### config.mk
export PLATFORM = sky130hd
export DESIGN_NAME = spi_word_framer
export DESIGN_NICKNAME = d
export VERILOG_FILES = /design/src/rtl/spi_word_framer.sv
export SDC_FILE = /design/constraint.sdc
export NUM_CORES = 1
export LEC_CHECK = 0
export ABC_AREA = 1
export BUFFER_PORTS_ARGS = -buffer_cell sky130_fd_sc_hd__buf_2
export CAP_MARGIN = 5
export CELL_PAD_IN_SITES_DETAIL_PLACEMENT = 0
export CELL_PAD_IN_SITES_GLOBAL_PLACEMENT = 1
export CORE_MARGIN = 5
export CORE_UTILIZATION = 30
export DETAILED_ROUTE_END_ITERATION = 12
export GPL_TIMING_DRIVEN = 0
export PLACE_DENSITY_LB_ADDON = 0.25
export SYNTH_ARGS = -nofsm -noshare
export SYNTH_HDL_FRONTEND = slang
export SYNTH_SLANG_ARGS = --single-unit
export TNS_END_PERCENT = 10
### constraint.sdc
create_clock -name clk -period 2.3 [get_ports clk]
set_clock_uncertainty 0.1 [all_clocks]
set_input_delay 0 -clock clk [delete_from_list [all_inputs] [get_ports clk]]
set_output_delay 0 -clock clk [all_outputs]
set_load 0.03 [all_outputs]
### src/rtl/spi_word_framer.sv
// spi_word_framer
//   Bridges the SPI slave byte driver and the PU-side word buffers.
//   Received bytes are packed MSB-first into DATA_WIDTH words (word_rx +
//   one-cycle word_rx_valid). Outgoing words are unpacked MSB-first onto
//   byte_tx, with word_tx_ready pulsing in the cycle a word is taken.
//   Frame boundaries come from the synchronized active-low cs.
// Ports:
//   clk, rst (async, active-low), cs (async, active-low chip select)
//   byte_rx / byte_rx_valid     : byte from the driver, one pulse per exchange
//   byte_tx                     : byte shifted out on the next exchange
//   word_rx / word_rx_valid     : assembled word, one-cycle strobe
//   word_tx / word_tx_valid     : next word to send; word_tx_ready = consumed
//   frame_start / frame_done    : one-cycle frame boundary pulses
//   word_count, overflow, partial : per-frame status, held until next start
module spi_word_framer #(
  parameter int DATA_WIDTH     = 32,
  parameter int SPI_DATA_WIDTH = 8,
  parameter int BUF_SIZE       = 6
) (
  input  logic                              clk,
  input  logic                              rst,
  input  logic                              cs,
  input  logic [SPI_DATA_WIDTH-1:0]         byte_rx,
  input  logic                              byte_rx_valid,
  output logic [SPI_DATA_WIDTH-1:0]         byte_tx,
  output logic [DATA_WIDTH-1:0]             word_rx,
  output logic                              word_rx_valid,
  input  logic [DATA_WIDTH-1:0]             word_tx,
  input  logic                              word_tx_valid,
  output logic                              word_tx_ready,
  output logic                              frame_start,
  output logic                              frame_done,
  output logic [$clog2(BUF_SIZE+1)-1:0]     word_count,
  output logic                              overflow,
  output logic                              partial
);

  localparam int BYTES = DATA_WIDTH / SPI_DATA_WIDTH;
  localparam int BCW   = (BYTES > 1) ? $clog2(BYTES) : 1;
  localparam int CW    = $clog2(BUF_SIZE + 1);

  typedef enum logic {IDLE, ACTIVE} state_t;

  state_t                  state_q, state_d;
  logic                    cs_meta_q, cs_s_q, cs_prev_q;
  logic [BCW-1:0]          byte_cnt_q, byte_cnt_d;
  logic [DATA_WIDTH-1:0]   rx_shift_q, rx_shift_d;
  logic [DATA_WIDTH-1:0]   tx_shift_q, tx_shift_d;
  logic [DATA_WIDTH-1:0]   word_rx_q, word_rx_d;
  logic                    word_rx_valid_q, word_rx_valid_d;
  logic                    frame_start_q, frame_start_d;
  logic                    frame_done_q, frame_done_d;
  logic [CW-1:0]           word_count_q, word_count_d;
  logic                    overflow_q, overflow_d;
  logic                    partial_q, partial_d;

  logic                    cs_fall, cs_rise, last_byte;
  logic [DATA_WIDTH-1:0]   rx_next;

  assign cs_fall   = cs_prev_q & ~cs_s_q;
  assign cs_rise   = ~cs_prev_q & cs_s_q;
  assign last_byte = (byte_cnt_q == BCW'(BYTES - 1));
  assign rx_next   = (rx_shift_q << SPI_DATA_WIDTH) | DATA_WIDTH'(byte_rx);

  always_comb begin
    state_d         = state_q;
    byte_cnt_d      = byte_cnt_q;
    rx_shift_d      = rx_shift_q;
    tx_shift_d      = tx_shift_q;
    word_rx_d       = word_rx_q;
    word_rx_valid_d = 1'b0;
    frame_start_d   = 1'b0;
    frame_done_d    = 1'b0;
    word_count_d    = word_count_q;
    overflow_d      = overflow_q;
    partial_d       = partial_q;
    word_tx_ready   = 1'b0;

    case (state_q)
      IDLE: begin
        if (cs_fall) begin
          state_d       = ACTIVE;
          frame_start_d = 1'b1;
          word_count_d  = '0;
          overflow_d    = 1'b0;
          partial_d     = 1'b0;
          byte_cnt_d    = '0;
          rx_shift_d    = '0;
          tx_shift_d    = word_tx_valid ? word_tx : '0;
          word_tx_ready = word_tx_valid;
        end
      end
      ACTIVE: begin
        if (byte_rx_valid) begin
          rx_shift_d = rx_next;
          tx_shift_d = tx_shift_q << SPI_DATA_WIDTH;
          if (last_byte) begin
            byte_cnt_d    = '0;
            tx_shift_d    = word_tx_valid ? word_tx : '0;
            word_tx_ready = word_tx_valid;
            if (word_count_q < CW'(BUF_SIZE)) begin
              word_rx_d       = rx_next;
              word_rx_valid_d = 1'b1;
              word_count_d    = word_count_q + 1'b1;
            end else begin
              overflow_d = 1'b1;
            end
          end else begin
            byte_cnt_d = byte_cnt_q + 1'b1;
          end
        end
        // A byte arriving with the closing edge is counted first, so the
        // partial decision uses the post-byte index.
        if (cs_rise) begin
          frame_done_d = 1'b1;
          if (byte_cnt_d != '0) partial_d = 1'b1;
          state_d = IDLE;
        end
      end
      default: state_d = IDLE;
    endcase
  end

  always_ff @(posedge clk or negedge rst) begin
    if (!rst) begin
      state_q         <= IDLE;
      cs_meta_q       <= 1'b1;
      cs_s_q          <= 1'b1;
      cs_prev_q       <= 1'b1;
      byte_cnt_q      <= '0;
      rx_shift_q      <= '0;
      tx_shift_q      <= '0;
      word_rx_q       <= '0;
      word_rx_valid_q <= 1'b0;
      frame_start_q   <= 1'b0;
      frame_done_q    <= 1'b0;
      word_count_q    <= '0;
      overflow_q      <= 1'b0;
      partial_q       <= 1'b0;
    end else begin
      state_q         <= state_d;
      cs_meta_q       <= cs;
      cs_s_q          <= cs_meta_q;
      cs_prev_q       <= cs_s_q;
      byte_cnt_q      <= byte_cnt_d;
      rx_shift_q      <= rx_shift_d;
      tx_shift_q      <= tx_shift_d;
      word_rx_q       <= word_rx_d;
      word_rx_valid_q <= word_rx_valid_d;
      frame_start_q   <= frame_start_d;
      frame_done_q    <= frame_done_d;
      word_count_q    <= word_count_d;
      overflow_q      <= overflow_d;
      partial_q       <= partial_d;
    end
  end

  assign byte_tx       = tx_shift_q[DATA_WIDTH-1 -: SPI_DATA_WIDTH];
  assign word_rx       = word_rx_q;
  assign word_rx_valid = word_rx_valid_q;
  assign frame_start   = frame_start_q;
  assign frame_done    = frame_done_q;
  assign word_count    = word_count_q;
  assign overflow      = overflow_q;
  assign partial       = partial_q;

endmodule

-- After elaboration in Yosys (flattened, before gate mapping)
Index checks and enable logic that the tools add are counted.
- register bits: 102
- word-level logic and storage cells: 77
- add/sub/neg operators: 2
- order comparisons: 1
- eq/ne operators: 8
- mux-type cells: 40
- bitwise logic cells: 6
- reduce and logical (&&, ||, !) cells: 6
- operators by type and width (operator ; number):
    32-bit 2-to-1 mux ; 4
    32-bit case mux with 2 select lines ; 1
    24-bit 2-to-1 mux ; 2
    24-bit case mux with 2 select lines ; 1
    32-bit by 8-bit OR with 32-bit output ; 1
    1-bit 2-to-1 mux ; 18
    3-bit 2-to-1 mux ; 4
    4-bit AND reduction ; 3
    2-bit 2-to-1 mux ; 4
    2-bit by 1-bit inequality test with 1-bit output (second input constant) ; 4
    1-bit case mux with 2 select lines ; 4
    2-bit inequality test (second input constant) ; 3
    3-bit case mux with 2 select lines ; 1
    2-bit case mux with 2 select lines ; 1
    3-bit by 1-bit adder with 3-bit output (second input constant) ; 1
    3-bit less-than comparator (second input constant) ; 1
    1-bit NOT ; 3
    3-bit AND reduction ; 1
    2-bit by 1-bit adder with 2-bit output (second input constant) ; 1
    1-bit bitwise AND ; 2
    2-bit == test (second input constant) ; 1
    2-bit AND reduction ; 1
    2-bit nonzero test ; 1

-- Logic depth before layout (Yosys ltp)
- depth after elaboration: 8
- depth in mapped cells: 9
- mapped depth without buffers: 8

-- Least setup slack after synthesis
OpenSTA, ideal clock, no wires.
- kind: reg2out
- start point: register state_q
- end point: output word_tx_ready
- arrival: 1.341 ns
- required time: 2.200 ns
- slack: 0.859 ns
- cell stages (with the launch flop): 6
- path buffers: 2
- cells stage by stage: dfrtp_1 > buf_6 > inv_4 > nand3_4 > buf_2 > a21oi_1
- cells in the longest elaborated chain, start to end: 2
- ends and longest elaborated chain (item ; RTL line ; text):
    from (decl) ; 44 ; state_t state_q, state_d;
    from (signal assigned) ; 141 ; state_q <= state_d;
    1-bit NOT ; n/a ;
    1-bit case mux with 2 select lines * ; 79 ; case (state_q)
    to (decl) ; 30 ; output logic word_tx_ready,
Every way passes the cells marked *; elsewhere a longest branch is shown, timed or not.

-- Worst setup path after layout
- start point: register byte_cnt_q[0]
- end point: register tx_shift_q[11]
- cells in the longest elaborated chain, start to end: 4
- ends and longest elaborated chain (item ; RTL line ; text):
    from (decl) ; 46 ; logic [BCW-1:0] byte_cnt_q, byte_cnt_d;
    from (signal assigned) ; 145 ; byte_cnt_q <= byte_cnt_d;
    2-bit == test ; 62 ; assign last_byte = (byte_cnt_q == BCW'(BYTES - 1));
    32-bit 2-to-1 mux ; 97 ; if (last_byte) begin
    32-bit 2-to-1 mux ; 94 ; if (byte_rx_valid) begin
    32-bit case mux with 2 select lines ; 79 ;
    to (signal assigned) ; 147 ; tx_shift_q <= tx_shift_d;
    to (decl) ; 48 ; logic [DATA_WIDTH-1:0] tx_shift_q, tx_shift_d;
Every way passes these cells. The select of a mux whose other input is x is not followed.
A chain may end at the register's enable or synchronous reset.

==> impl_metrics.py <==
metrics = {
    "drt": {
        "routed-via-count": 3788,
        "via_per_inst": 4.57,
        "wire_per_inst_um": 14.6,
        "antenna_left": 0,
        "drc": 0,
        "first_pass_iters": 4,
        "first_iter_violations": 172,
        "wl_um": 12100,
    },
    "grt": {
        "antenna_found_initial": 0,
        "grt_max_degree": 60,
        "grt.total_usage": 0.144,
        "met2_usage": 0.245,
        "use_met1": 0.178,
        "grt_pass1_vias": 3885,
        "grt_pass1_wl_um": 20200,
        "grt_use_met3": 0.0432,
        "grt.busiest_layer": "met2",
        "overflow": 0,
    },
    "worst_setup_path": {
        "cp_data_required_time_ns": 2.44,
        "startpoint_type": "register",
        "cp-end-kind": "register",
        "worstReg2RegStart": "byte_cnt_q[0]",
        "critical_path_class": "register to register",
        "crit_fanout": 6,
        "arrival_ns": 2.04,
        "cp-startpoint": "byte_cnt_q[0]",
    },
    "power_and_ir_drop": {
        "peakVddDrop_v": 0.000369,
        "p_leak_nw": 3.15,
        "total_power_mw": 6.42,
        "p_per_area_nw_per_um2": 1090,
    },
    "placed_design": {
        "routabilityCongestion": 0.786,
        "io_buffers": 91,
        "placed_cell_area_um2": 5140,
        "place_hpwl_um": 8620,
        "dpl.cell_count": 767,
        "dpl_worst_slack_ns": 0.631,
    },
    "floorplan": {
        "io_pins": 94,
        "die_x_um": 131,
        "core_area_um2": 14500,
        "dieArea_um2": 17300,
        "rows": 44,
        "die_y_um": 131,
        "start_util": 0.305,
    },
    "synthesis": {
        "synth-seq-cells": 102,
        "ys_seq_area_frac": 0.578,
        "avgSynthCellArea_um2": 9.00,
        "synthTopCellsByArea": "dfrtp_1, nand2_1, nand3_1",
        "synth_nets": 538,
        "synth_cell_types": 25,
        "yosys.area.top_type": "dfrtp_1",
        "syn_area_um2": 4420,
        "yosysWarnings": 0,
        "syn_inst": 491,
        "synth_top_cell_area_share": 0.560,
    },
    "cts": {
        "tritoncts": "yes",
        "cts_buffer_depth": 2,
        "htreeDepth": 3,
        "cts_buffers": 9,
        "cts_resized": 0,
        "root_buffer": "clkbuf_16",
        "cts_sinks": 102,
        "clk_pin_slew_ns": 0.07,
        "clock_latency_ns": 0.35,
    },
    "finish": {
        "stdcell_count": 829,
        "drive_gt1_frac": 0.239,
        "utilization": 0.408,
        "postLayoutCellArea_um2": 5910,
        "fin_nets": 687,
        "layout-area-overhead-vs-synth_pct": 33.6,
        "num_antenna_cells": 0,
    },
    "sta": {
        "fin_crit_sh": 0.823,
        "max_freq_mhz": 528,
        "period_needed_ns": 1.89,
        "drv_slew": 0,
        "hold_viol": 0,
        "rsz0062_at_grt": "no",
        "hold_slack_ns": 0.0945,
        "setup_tns_ns": 0,
        "fin_ws_ns": 0.406,
        "final-setup-viol-count": 0,
        "worst_pin_slew_ns": 0.613,
        "slew_headroom": 0.592,
    },
    "min_path": {
        "min-delay-path-class": "input port to async pin",
    },
    "run_status": {
        "status": "finished clean",
    },
    "flow_run": {
        "drv_cap": 0,
    },
}
==> placed cells by master, fill, tap and decap left out, types with 2 or more instances in the layout <==
master	instances
nand2_2	2
nor2_1	6
nand2_1	138
o22ai_1	25
a21oi_1	3
dfstp_2	3
nand4_1	18
nand3_1	54
buf_6	7
dlygate4sd3_1	46
o21ai_2	4
ha_1	2
dfrtp_1	99
inv_1	60
clkbuf_16	9
buf_2	107
buf_4	10
clkbuf_1	8
o21ai_0	4
o21ai_1	26
==> worst paths after layout <==
check / endpoint / slack (ns) / depth (start not counted)
max: tx_shift_q[11] / 0.41 / 8
min: word_rx[6] / 0.09 / 2
max reg2reg: tx_shift_q[11] / 0.41 / 8
min reg2reg: cs_s_q / 0.26 / 0
max in group asynchronous: tx_shift_q[2] / 1.30 / 3
min in group clk: tx_shift_q[5] / 0.10 / 4
==> power by group <==
group	internal [mW]	leakage, nW	switching, mW
combinational	0.768	1.66	1.48
clock	0.888	0.148	0.696
sequential	2.32	1.34	0.272
==> routing by layer <==
| layer | up-vias | share of wire |
|---|---|---|
| met1 | 1825 | 0.44 |
| li1 | 1875 | - |
| met2 | 78 | 0.50 |
| met5 | - | 0 |
| met3 | 10 | 0.050 |
| met4 | 0 | 0.013 |
==> flip-flops by register name, indices dropped and copies added, names as in the netlist <==
name,count
cs_meta_q,1
word_rx_valid,1
word_count,3
tx_shift_q,32
rx_shift_q,24
cs_s_q,1
partial,1
state_q,1
word_rx,32
frame_done,1
cs_prev_q,1
frame_start,1
byte_cnt_q,2
overflow,1
==> repair_timing <==
item,4_1_cts,5_1_grt
hold endpoints to repair,93,0
setup endpoints to repair,0,0
hold buffers,46,0
setup buffers,0,0
==> worst max-delay path: stages (launching register included) <==
cell           delay, ns
dfrtp_1             0.40
ha_1                0.22
inv_1               0.11
nand2_1             0.16
nand3_1             0.11
dlygate4sd3_1       0.55
nand2_1             0.05
nand2_1             0.05
nand2_1             0.04
==> logic make-up (layout without fill, tap and decap cells) <==
kind of cell,Yosys count,after routing,share of synthesized area
buffers and inverters,101,255,0.111
AND/OR/NAND/NOR,223,223,0.223
adder cells (fa/ha/maj),2,2,0.00566
flip-flops,102,102,0.578
AO/OA/AOI/OAI,62,62,0.0807
XOR/XNOR,1,1,0.00198
==> synth_stat cells <==
| library cell | number |
|---|---|
| a21oi_1 | 3 |
| buf_2 | 17 |
| buf_4 | 9 |
| buf_6 | 7 |
| clkbuf_1 | 7 |
| dfrtp_1 | 99 |
| dfstp_2 | 3 |
| ha_1 | 2 |
| inv_1 | 60 |
| inv_4 | 1 |
| nand2_1 | 138 |
| nand2_2 | 2 |
| nand2_4 | 1 |
| nand3_1 | 54 |
| nand3_4 | 1 |
| nand3b_1 | 1 |
| nand4_1 | 18 |
| nor2_1 | 6 |
| nor2_2 | 1 |
| o21ai_0 | 4 |
| o21ai_1 | 26 |
| o21ai_2 | 4 |
| o22ai_1 | 25 |
| or2_2 | 1 |
| xnor2_1 | 1 |
==> layout make-up <==
type	instances	area (um^2)
Fill cell	1490	8570
Clock buffer	11	243
Inverter	61	231
Clock inverter	5	66.3
Timing Repair Buffer	138	946
Tap cell	184	230
Multi-Input combinational cell	288	1380
Sequential cell	102	2560
Buffer	40	258
(Power assumes the default switching activity.)
